$ cat config.mk
export PLATFORM = sky130hd
export DESIGN_NAME = calc_driver
export DESIGN_NICKNAME = d
export VERILOG_FILES = /design/src/rtl/calc_pkg.sv /design/src/rtl/calc_golden.sv /design/src/rtl/calc_driver.sv
export SDC_FILE = /design/constraint.sdc
export NUM_CORES = 1
export LEC_CHECK = 0
export CAP_MARGIN = 20
export CORE_MARGIN = 2
export CORE_UTILIZATION = 56
export CTS_BUF_LIST = sky130_fd_sc_hd__clkbuf_8
export DETAILED_ROUTE_END_ITERATION = 7
export GPL_TIMING_DRIVEN = 1
export PLACE_DENSITY_LB_ADDON = 0.15
export SYNTH_ARGS = -nofsm -noshare
export SYNTH_HDL_FRONTEND = slang
export SYNTH_SLANG_ARGS = --single-unit
$ cat constraint.sdc
create_clock -name clk -period 4.4 [get_ports clk]
set_input_delay 0.88 -clock clk [delete_from_list [all_inputs] [get_ports clk]]
set_output_delay 0.88 -clock clk [all_outputs]
set_load 0.03 [all_outputs]
$ cat src/rtl/calc_pkg.sv
// Shared definitions for the CALC block and its built-in self-test driver:
// opcode constants and the driver's state encoding.
package calc_pkg;

  localparam logic [1:0] OP_ADD = 2'b00;
  localparam logic [1:0] OP_SUB = 2'b01;
  localparam logic [1:0] OP_AND = 2'b10;
  localparam logic [1:0] OP_XOR = 2'b11;

  typedef enum logic [2:0] {
    ST_IDLE,
    ST_SETUP,
    ST_REQ,
    ST_CHECK,
    ST_RELEASE,
    ST_NEXT,
    ST_FINISH,
    ST_TOUT
  } drv_state_e;

endpackage

$ cat src/rtl/calc_golden.sv
// Combinational W-bit reference ALU matching CALC's opcode set; all results
// wrap modulo 2^W.
module calc_golden
  import calc_pkg::*;
#(
  parameter int W = 3
) (
  input  logic [1:0]   op,
  input  logic [W-1:0] a,
  input  logic [W-1:0] b,
  output logic [W-1:0] y
);

  always_comb begin
    y = '0;
    case (op)
      OP_ADD:  y = a + b;
      OP_SUB:  y = a - b;
      OP_AND:  y = a & b;
      OP_XOR:  y = a ^ b;
      default: y = '0;
    endcase
  end

endmodule

$ cat src/rtl/calc_driver.sv
// Built-in self-test initiator for CALC: sweeps every {op,in1,in2} vector over
// a four-phase go/done handshake and checks each result against calc_golden.
module calc_driver
  import calc_pkg::*;
#(
  parameter int W            = 3,
  parameter int TIMEOUT      = 15,
  parameter bit STOP_ON_FAIL = 1'b1
) (
  input  logic           clk,
  input  logic           rst_n,
  input  logic           start,
  output logic [W-1:0]   calc_in1,
  output logic [W-1:0]   calc_in2,
  output logic [1:0]     calc_op,
  output logic           calc_go,
  input  logic [W-1:0]   calc_out,
  input  logic           calc_done,
  output logic           busy,
  output logic           finished,
  output logic           fail,
  output logic           timeout,
  output logic [2*W+2:0] err_count,
  output logic [1:0]     fail_op,
  output logic [W-1:0]   fail_in1,
  output logic [W-1:0]   fail_in2,
  output logic [W-1:0]   fail_out
);

  localparam int IW = 2*W + 2;
  localparam int EW = 2*W + 3;
  localparam int TW = $clog2(TIMEOUT + 1);
  localparam logic [TW-1:0] TO_VAL = TW'(TIMEOUT);

  drv_state_e    state_q, state_d;
  logic [IW-1:0] idx_q, idx_d;
  logic [TW-1:0] timer_q, timer_d;
  logic [TW-1:0] timer_inc;
  logic          tmo;
  logic [EW-1:0] err_q, err_d;
  logic          fail_q, fail_d;
  logic [1:0]    fop_q, fop_d;
  logic [W-1:0]  fin1_q, fin1_d;
  logic [W-1:0]  fin2_q, fin2_d;
  logic [W-1:0]  fout_q, fout_d;
  logic [W-1:0]  res_q, res_d;
  logic [W-1:0]  gold_y;

  function automatic logic [EW-1:0] sat_inc(input logic [EW-1:0] v);
    return (&v) ? v : v + EW'(1);
  endfunction

  assign calc_op  = idx_q[IW-1 -: 2];
  assign calc_in1 = idx_q[2*W-1 -: W];
  assign calc_in2 = idx_q[W-1:0];

  calc_golden #(.W(W)) u_golden (
    .op (calc_op),
    .a  (calc_in1),
    .b  (calc_in2),
    .y  (gold_y)
  );

  // Timeout fires on the edge where the count would reach TIMEOUT.
  assign timer_inc = timer_q + TW'(1);
  assign tmo       = (timer_inc == TO_VAL);

  always_comb begin
    state_d = state_q;
    idx_d   = idx_q;
    timer_d = timer_q;
    err_d   = err_q;
    fail_d  = fail_q;
    fop_d   = fop_q;
    fin1_d  = fin1_q;
    fin2_d  = fin2_q;
    fout_d  = fout_q;
    res_d   = res_q;
    case (state_q)
      ST_IDLE, ST_FINISH, ST_TOUT: begin
        if (start) begin
          state_d = ST_SETUP;
          idx_d   = '0;
          err_d   = '0;
          fail_d  = 1'b0;
          fop_d   = '0;
          fin1_d  = '0;
          fin2_d  = '0;
          fout_d  = '0;
        end
      end
      ST_SETUP: begin
        timer_d = timer_inc;
        if (!calc_done)  state_d = ST_REQ;
        else if (tmo)    state_d = ST_TOUT;
      end
      ST_REQ: begin
        timer_d = timer_inc;
        if (calc_done) begin
          state_d = ST_CHECK;
          res_d   = calc_out;
        end else if (tmo) begin
          state_d = ST_TOUT;
        end
      end
      ST_CHECK: begin
        state_d = ST_RELEASE;
        if (res_q != gold_y) begin
          err_d  = sat_inc(err_q);
          fail_d = 1'b1;
          if (!fail_q) begin
            fop_d  = calc_op;
            fin1_d = calc_in1;
            fin2_d = calc_in2;
            fout_d = res_q;
          end
        end
      end
      ST_RELEASE: begin
        timer_d = timer_inc;
        if (!calc_done)  state_d = (fail_q && STOP_ON_FAIL) ? ST_FINISH : ST_NEXT;
        else if (tmo)    state_d = ST_TOUT;
      end
      ST_NEXT: begin
        if (&idx_q) begin
          state_d = ST_FINISH;
        end else begin
          idx_d   = idx_q + IW'(1);
          state_d = ST_SETUP;
        end
      end
      default: state_d = ST_IDLE;
    endcase
    if (state_d != state_q) timer_d = '0;
  end

  always_ff @(posedge clk or negedge rst_n) begin
    if (!rst_n) begin
      state_q <= ST_IDLE;
      idx_q   <= '0;
      timer_q <= '0;
      err_q   <= '0;
      fail_q  <= 1'b0;
      fop_q   <= '0;
      fin1_q  <= '0;
      fin2_q  <= '0;
      fout_q  <= '0;
    end else begin
      state_q <= state_d;
      idx_q   <= idx_d;
      timer_q <= timer_d;
      err_q   <= err_d;
      fail_q  <= fail_d;
      fop_q   <= fop_d;
      fin1_q  <= fin1_d;
      fin2_q  <= fin2_d;
      fout_q  <= fout_d;
    end
  end

  // Captured result is pure data, only read in CHECK after being loaded.
  always_ff @(posedge clk) begin
    res_q <= res_d;
  end

  assign calc_go   = (state_q == ST_REQ);
  assign busy      = (state_q == ST_SETUP) || (state_q == ST_REQ) || (state_q == ST_CHECK) ||
                     (state_q == ST_RELEASE) || (state_q == ST_NEXT);
  assign finished  = (state_q == ST_FINISH) || (state_q == ST_TOUT);
  assign timeout   = (state_q == ST_TOUT);
  assign fail      = fail_q;
  assign err_count = err_q;
  assign fail_op   = fop_q;
  assign fail_in1  = fin1_q;
  assign fail_in2  = fin2_q;
  assign fail_out  = fout_q;

endmodule

### Word-level counts from Yosys, hierarchy flattened

Cells that the tools add are included.
W data, S select, Z words.

| word-level totals | value |
|---|---|
| register bits after elaboration | 39 |
| output and inout bits | 33 |

| cells by class | value |
|---|---|
| bitwise logic cells | 2 |
| multiplexer cells | 35 |
| eq/ne operators | 18 |
| reductions and logical operators | 19 |
| add/sub/neg operators | 5 |

Operators by type and width:

| kind | number |
|---|---|
| $mux W3 | 13 |
| $mux W9 | 3 |
| $pmux W3 S2 | 3 |
| $pmux W3 S6 | 1 |
| $pmux W9 S2 | 1 |
| $mux W8 | 2 |
| $pmux W8 S2 | 1 |
| $eq A3 B3 Y1 const B | 4 |
| $pmux W3 S4 | 1 |
| $ne A2 B2 Y1 const B | 5 |
| $add A9 B1 Y9 const B | 1 |
| $reduce_and A9 Y1 | 1 |
| $add A8 B1 Y8 const B | 1 |
| $mux W2 | 4 |
| $mux W4 | 2 |
| $reduce_and A4 Y1 | 2 |
| $reduce_and A8 Y1 | 1 |
| $eq A3 B2 Y1 const B | 2 |
| $ne A3 B3 Y1 | 2 |
| $reduce_and A3 Y1 | 2 |
| $reduce_bool A2 Y1 | 3 |
| $reduce_or A3 Y1 | 2 |
| $logic_or A1 B1 Y1 | 5 |
| $add A4 B1 Y4 const B | 1 |
| other kinds (14) | 16 |

### Depth between registers and ports, before layout

| depth | value |
|---|---|
| depth in word-level cells | 7 |
| depth in mapped cells | 12 |
| mapped depth without buffers | 11 |

### Cells and area by module

A second synthesis with hierarchy kept.

| second synthesis, totals | value |
|---|---|
| cell total of the unflattened synthesis | 260 |
| area, all modules | 2526.2 sq um |

Modules (own cells, without submodules):

| module | times used | cells an instance | area each (sq um) |
|---|---|---|---|
| calc_driver | 1 | 236 | 2321.0 |
| calc_golden | 1 | 24 | 205.2 |

### Least setup slack after synthesis

Ideal clock, no wire load.

| timing path | value |
|---|---|
| path kind | reg-to-reg |
| from | register idx_q[0] |
| to | register fin2_q[2], in the netlist fail_in2[2] |
| required time | 4279 ps |
| cell stages (with the launch flop) | 13 |
| path slack | 1113 ps |
| buffers on the path | 1 |
| arrival time | 3166 ps |
| setup time | 121 ps |
| path through | dfrtp_1 -> inv_1 -> ha_1 -> o21ai_0 -> o31ai_1 -> fa_1 -> xor2_1 -> a211o_1 -> a31o_1 -> a2111oi_4 -> nor4_2 -> buf_6 -> a22o_1 |

| on the way | value |
|---|---|
| cells in the longest elaborated chain, start to end | 5 |
| elaborated cells on any way between the ends | 8 |
| classes of those cells | 2 x add/sub; 2 x eq/ne; 1 x mux; 2 x bitwise; 1 x reduce/logical |

Ends and longest elaborated chain:

| item | RTL line | source |
|---|---|---|
| from (decl) | calc_driver.sv:36 | `logic [IW-1:0] idx_q, idx_d;` |
| from (signal assigned) | calc_driver.sv:150 | `idx_q <= idx_d;` |
| $sub A3 B3 Y3, or another cell as far along | calc_golden.sv:18 | `OP_SUB: y = a - b;` |
| $pmux W3 S4 * | calc_golden.sv:16 | `case (op)` |
| $ne A3 B3 Y1 * | calc_driver.sv:108 | `if (res_q != gold_y) begin` |
| $ne A2 B2 Y1 (no source line) * | -- |  |
| $reduce_and A4 Y1 (no source line) * | -- |  |
| to (signal assigned) | calc_driver.sv:156 | `fin2_q <= fin2_d;` |
| to (decl) | calc_driver.sv:44 | `logic [W-1:0] fin2_q, fin2_d;` |

Every way passes the cells marked *; elsewhere a longest branch is shown, timed or not.
A chain may end at the register's enable or synchronous reset.

### Worst setup path in the final report

| timing path | value |
|---|---|
| from | register idx_q[0] |
| to | register fop_q[1], in the netlist fail_op[1] |

| on the way | value |
|---|---|
| cells in the longest elaborated chain, start to end | 5 |
| elaborated cells on any way between the ends | 8 |
| classes of those cells | 2 x add/sub; 2 x eq/ne; 1 x mux; 2 x bitwise; 1 x reduce/logical |

Ends and longest elaborated chain:

| item | RTL line | source |
|---|---|---|
| $sub A3 B3 Y3, or another cell as far along | calc_golden.sv:18 |  |
| $pmux W3 S4 * | calc_golden.sv:16 |  |
| $ne A3 B3 Y1 * | calc_driver.sv:108 |  |
| $ne A2 B2 Y1 (no source line) * | -- |  |
| $reduce_and A4 Y1 (no source line) * | -- |  |
| to (signal assigned) | calc_driver.sv:154 | `fop_q <= fop_d;` |
| to (decl) | calc_driver.sv:42 | `logic [1:0] fop_q, fop_d;` |

Marks and branches as above.

==> impl_metrics.yaml <==
floorplan:
  die_area_um2: 5000
  initial_core_util: 0.576
  rows: 24
  die_w_um: 70.7
  io_pins: 40
  core_um2: 4320
  die_h_um: 70.7
synth:
  synthArstFlopShare: 0.923
  synthAdderAreaFrac: 0.0633
  synth_edf_count: 3
  synth-seq-cells: 39
  synth-simple-area-share: 0.218
  muxShareOfSynthArea: 0.0251
  synth_top_area_frac: 0.362
  yosysSeqAreaShare: 0.398
  synth-compound-area-share: 0.209
  synth_area_leaders: "dfrtp_1, ha_1, a22o_1, edfxtp_1, nor2_1"
  synth_top_family_by_area: "simple AND/OR/NAND/NOR gates"
  synth.avg_cell_area_um2: 9.50
  syn-cell-area_um2: 2490
  ys.flop_type: "dfrtp_1"
  yosys.area.top_type: "dfrtp_1"
  synth.net_count: 281
  syn_inst: 262
  yosys_warnings: 0
  yosys.area_share.xor_xnor: 0.0352
  synth.distinct_cells: 60
route:
  drt-wirelength-per-cell_um: 15.1
  drt-total-wl_um: 5260
  via_count: 2086
  drt_pass1_iterations: 4
  drc: 0
  first_iter_violations: 118
  drt.antenna.violating_nets: 0
  viasPerCell: 5.98
global_route:
  grt_pass1_wl_um: 9280
  antenna_found_initial: 0
  grt_overflow: 0
  grt_pass1_vias: 1960
  grt_max_degree: 37
  grt_use_total: 0.227
clock_network:
  clock_path_buffers: 2
  cts_htree_levels: 2
  cts.sinks: 39
  cts_hold_buffers: 0
  ctsResizeCount: 0
  cts-root-buf: "clkbuf_8"
  cts_tree: "yes"
  insertion_delay_ns: 0.29
  cts_buffers: 5
  post_cts_buffers: 0
  clk_pin_slew_ns: 0.07
cells_and_area:
  syn2layout_area_growth_pct: 18.8
  drive_gt1_frac: 0.0707
  n_fill_cell: 357
  diodes: 0
  final_area_um2: 2960
  final_util: 0.684
  nNetsFinal: 315
sta:
  fin_worst_skew_ns: 0.00396
  slew_viol_final: 0
  setup_violations: 0
  period_share: 0.789
  rsz0062_at_grt: "false"
  fmax_mhz: 288
  relSlewSlack: 0.385
  tightest_slew_ns: 0.915
  fin_crit_ns: 3.47
  layout_setup_ws_ns: 0.929
  fin_tns_setup_ns: 0
  final-hold-violation-count: 0
run_status:
  status: "finished clean"
power_and_ir_drop:
  netSwitchingPower_uw: 612
  p_comb_frac: 0.472
  ir_worst_vdd_mv: 0.386
  power.leakage_uw: 0.00121
  swShare: 0.437
  p_seq_frac: 0.367
  clockPowerShare: 0.161
  intPower_uw: 789
  power_density_nw_per_um2: 474
worst_setup_path:
  slowest_delay_ns: 0.77
  arrival_ns: 3.69
  cp.buffers_inverters: 2
  endpoint_kind: "register"
  critical_path_required_ns: 4.62
  cp-start-kind: "register"
  cp_top_family: "simple AND/OR/NAND/NOR gates"
  slowest_stage: "nor4_2"
  cp_cell_sequence: "inv_1 -> ha_1 -> o21ai_0 -> o31ai_1 -> fa_1 -> xor2_1 -> a211o_1 -> nand4_1 -> a2111oi_4 -> buf_4 -> nor4_2 -> a22o_1"
  path_max_fanout: 17
  critical_path_class: "reg -> reg"
placed_design:
  io_buffers: 39
  gp_congestion: 0.825
  dp_slack_ns: 0.917
  placed_cell_area_um2: 2880
  dp_hpwl_um: 3720
hold_path:
  holdCritPathClass: "reg -> reg"
flow_run:
  cap_violations: 0
==> kinds of logic (layout without fill, tap and decap cells) <==
kind of cell / count (synthesis) / in the layout
DFF: 39 / 39
AOI/OAI and AO/OA: 72 / 72
buffers and inverters: 26 / 61
and+or+nand+nor: 97 / 97
xor gates and xnor gates: 10 / 10
adders and majority gates: 12 / 12
muxes: 6 / 6
==> synth_stat cells, types with 3 or more instances <==
cell type and n:
o21ai_0 9, xnor2_1 5, nand3_1 7, clkbuf_1 9, o21ai_1 3, mux2i_1 4
dfrtp_1 36, nor2_1 24, or4_1 3, a21oi_1 17, o211ai_1 3, nand2b_1 6
or3_1 7, and3_1 3, xor2_1 5, nand3b_1 4, nor3_1 5, nand4_1 5
edfxtp_1 3, o22ai_1 3, inv_1 12, nor2b_1 3, a22o_1 12, ha_1 11
a211o_1 3, buf_6 4, nand2_1 14
==> area by class of cell <==
cell class | instances | area, um2 | area share
clock buffers | 5 | 68.8 | 0.0233
inverters | 12 | 45.0 | 0.0152
repair buffers | 41 | 405 | 0.137
clock inverters | 3 | 12.5 | 0.00423
multi-input cells | 197 | 1370 | 0.463
well taps | 52 | 65.1 | 0.0220
flip-flops and latches | 39 | 991 | 0.335
==> per-stage QoR <==
step                hold WS [ns]  std cells  power [uW]
floorplan                  0.468        262        1030
global placement           0.490        341        1170
detailed placement         0.498        341        1180
CTS                        0.514        349        1410
global route               0.529        349        1510
finish                     0.513        349        1400
==> flip-flops by register name, indices dropped and copies added, names as in the netlist <==
| register | cells |
|---|---|
| fail | 1 |
| res_q | 3 |
| fail_in2 | 3 |
| state_q | 3 |
| timer_q | 4 |
| fail_in1 | 3 |
| fail_op | 2 |
| err_count | 9 |
| idx_q | 8 |
| fail_out | 3 |
==> layout by cell type (no fill, tap or decap), drive strengths merged, types with 5 or more instances in the layout <==
cell and instances:
nor3 6, nor2 24, ha 11, nand4 5, or3 8, dfrtp 36
o21ai 12, xnor2 5, a21oi 17, a22o 12, clkbuf 5, inv 14
clkdlybuf4s50 39, xor2 5, nand2 14, nand3 7, nand2b 6
==> routing by layer <==
layer	wire, um	vias to the layer above	track usage	part of all wire
met2	2500	51	0.359	0.48
met4	55	0	0.0629	0.010
met3	259	5	0.0413	0.049
met5	0	-	0	0
met1	2440	999	0.323	0.46
li1	-	1031	-	-
==> power by group through the flow <==
stage	clock [uW]	combinational [uW]	sequential (uW)
6_report	226	662	513
5_1_grt	245	738	528
4_1_cts	231	664	512
3_5_place_dp	0	660	519
3_3_place_gp	0	652	518
2_1_floorplan	0	534	492
==> worst register-to-register path, cell delays in order (launching register included) <==
cell       delay, ns
dfrtp_1         0.46
inv_1           0.10
ha_1            0.31
o21ai_0         0.08
o31ai_1         0.11
fa_1            0.42
xor2_1          0.17
a211o_1         0.30
nand4_1         0.14
a2111oi_4       0.08
buf_4           0.20
nor4_2          0.77
a22o_1          0.25
==> final timing paths <==
path	start	to	slack, ns	depth (start not counted)
setup / recovery	idx_q[0]	fail_op[1]	0.93	12
hold / removal	fail_in2[2]	fail_in2[2]	0.51	1
setup reg to reg	idx_q[0]	fail_op[1]	0.93	12
hold reg to reg	fail_in2[2]	fail_in2[2]	0.51	1
max in group asynchronous	rst_n	fail_out[1]	3.07	2
min in group asynchronous	rst_n	err_count[7]	1.00	2
(Power assumes the default switching activity.)
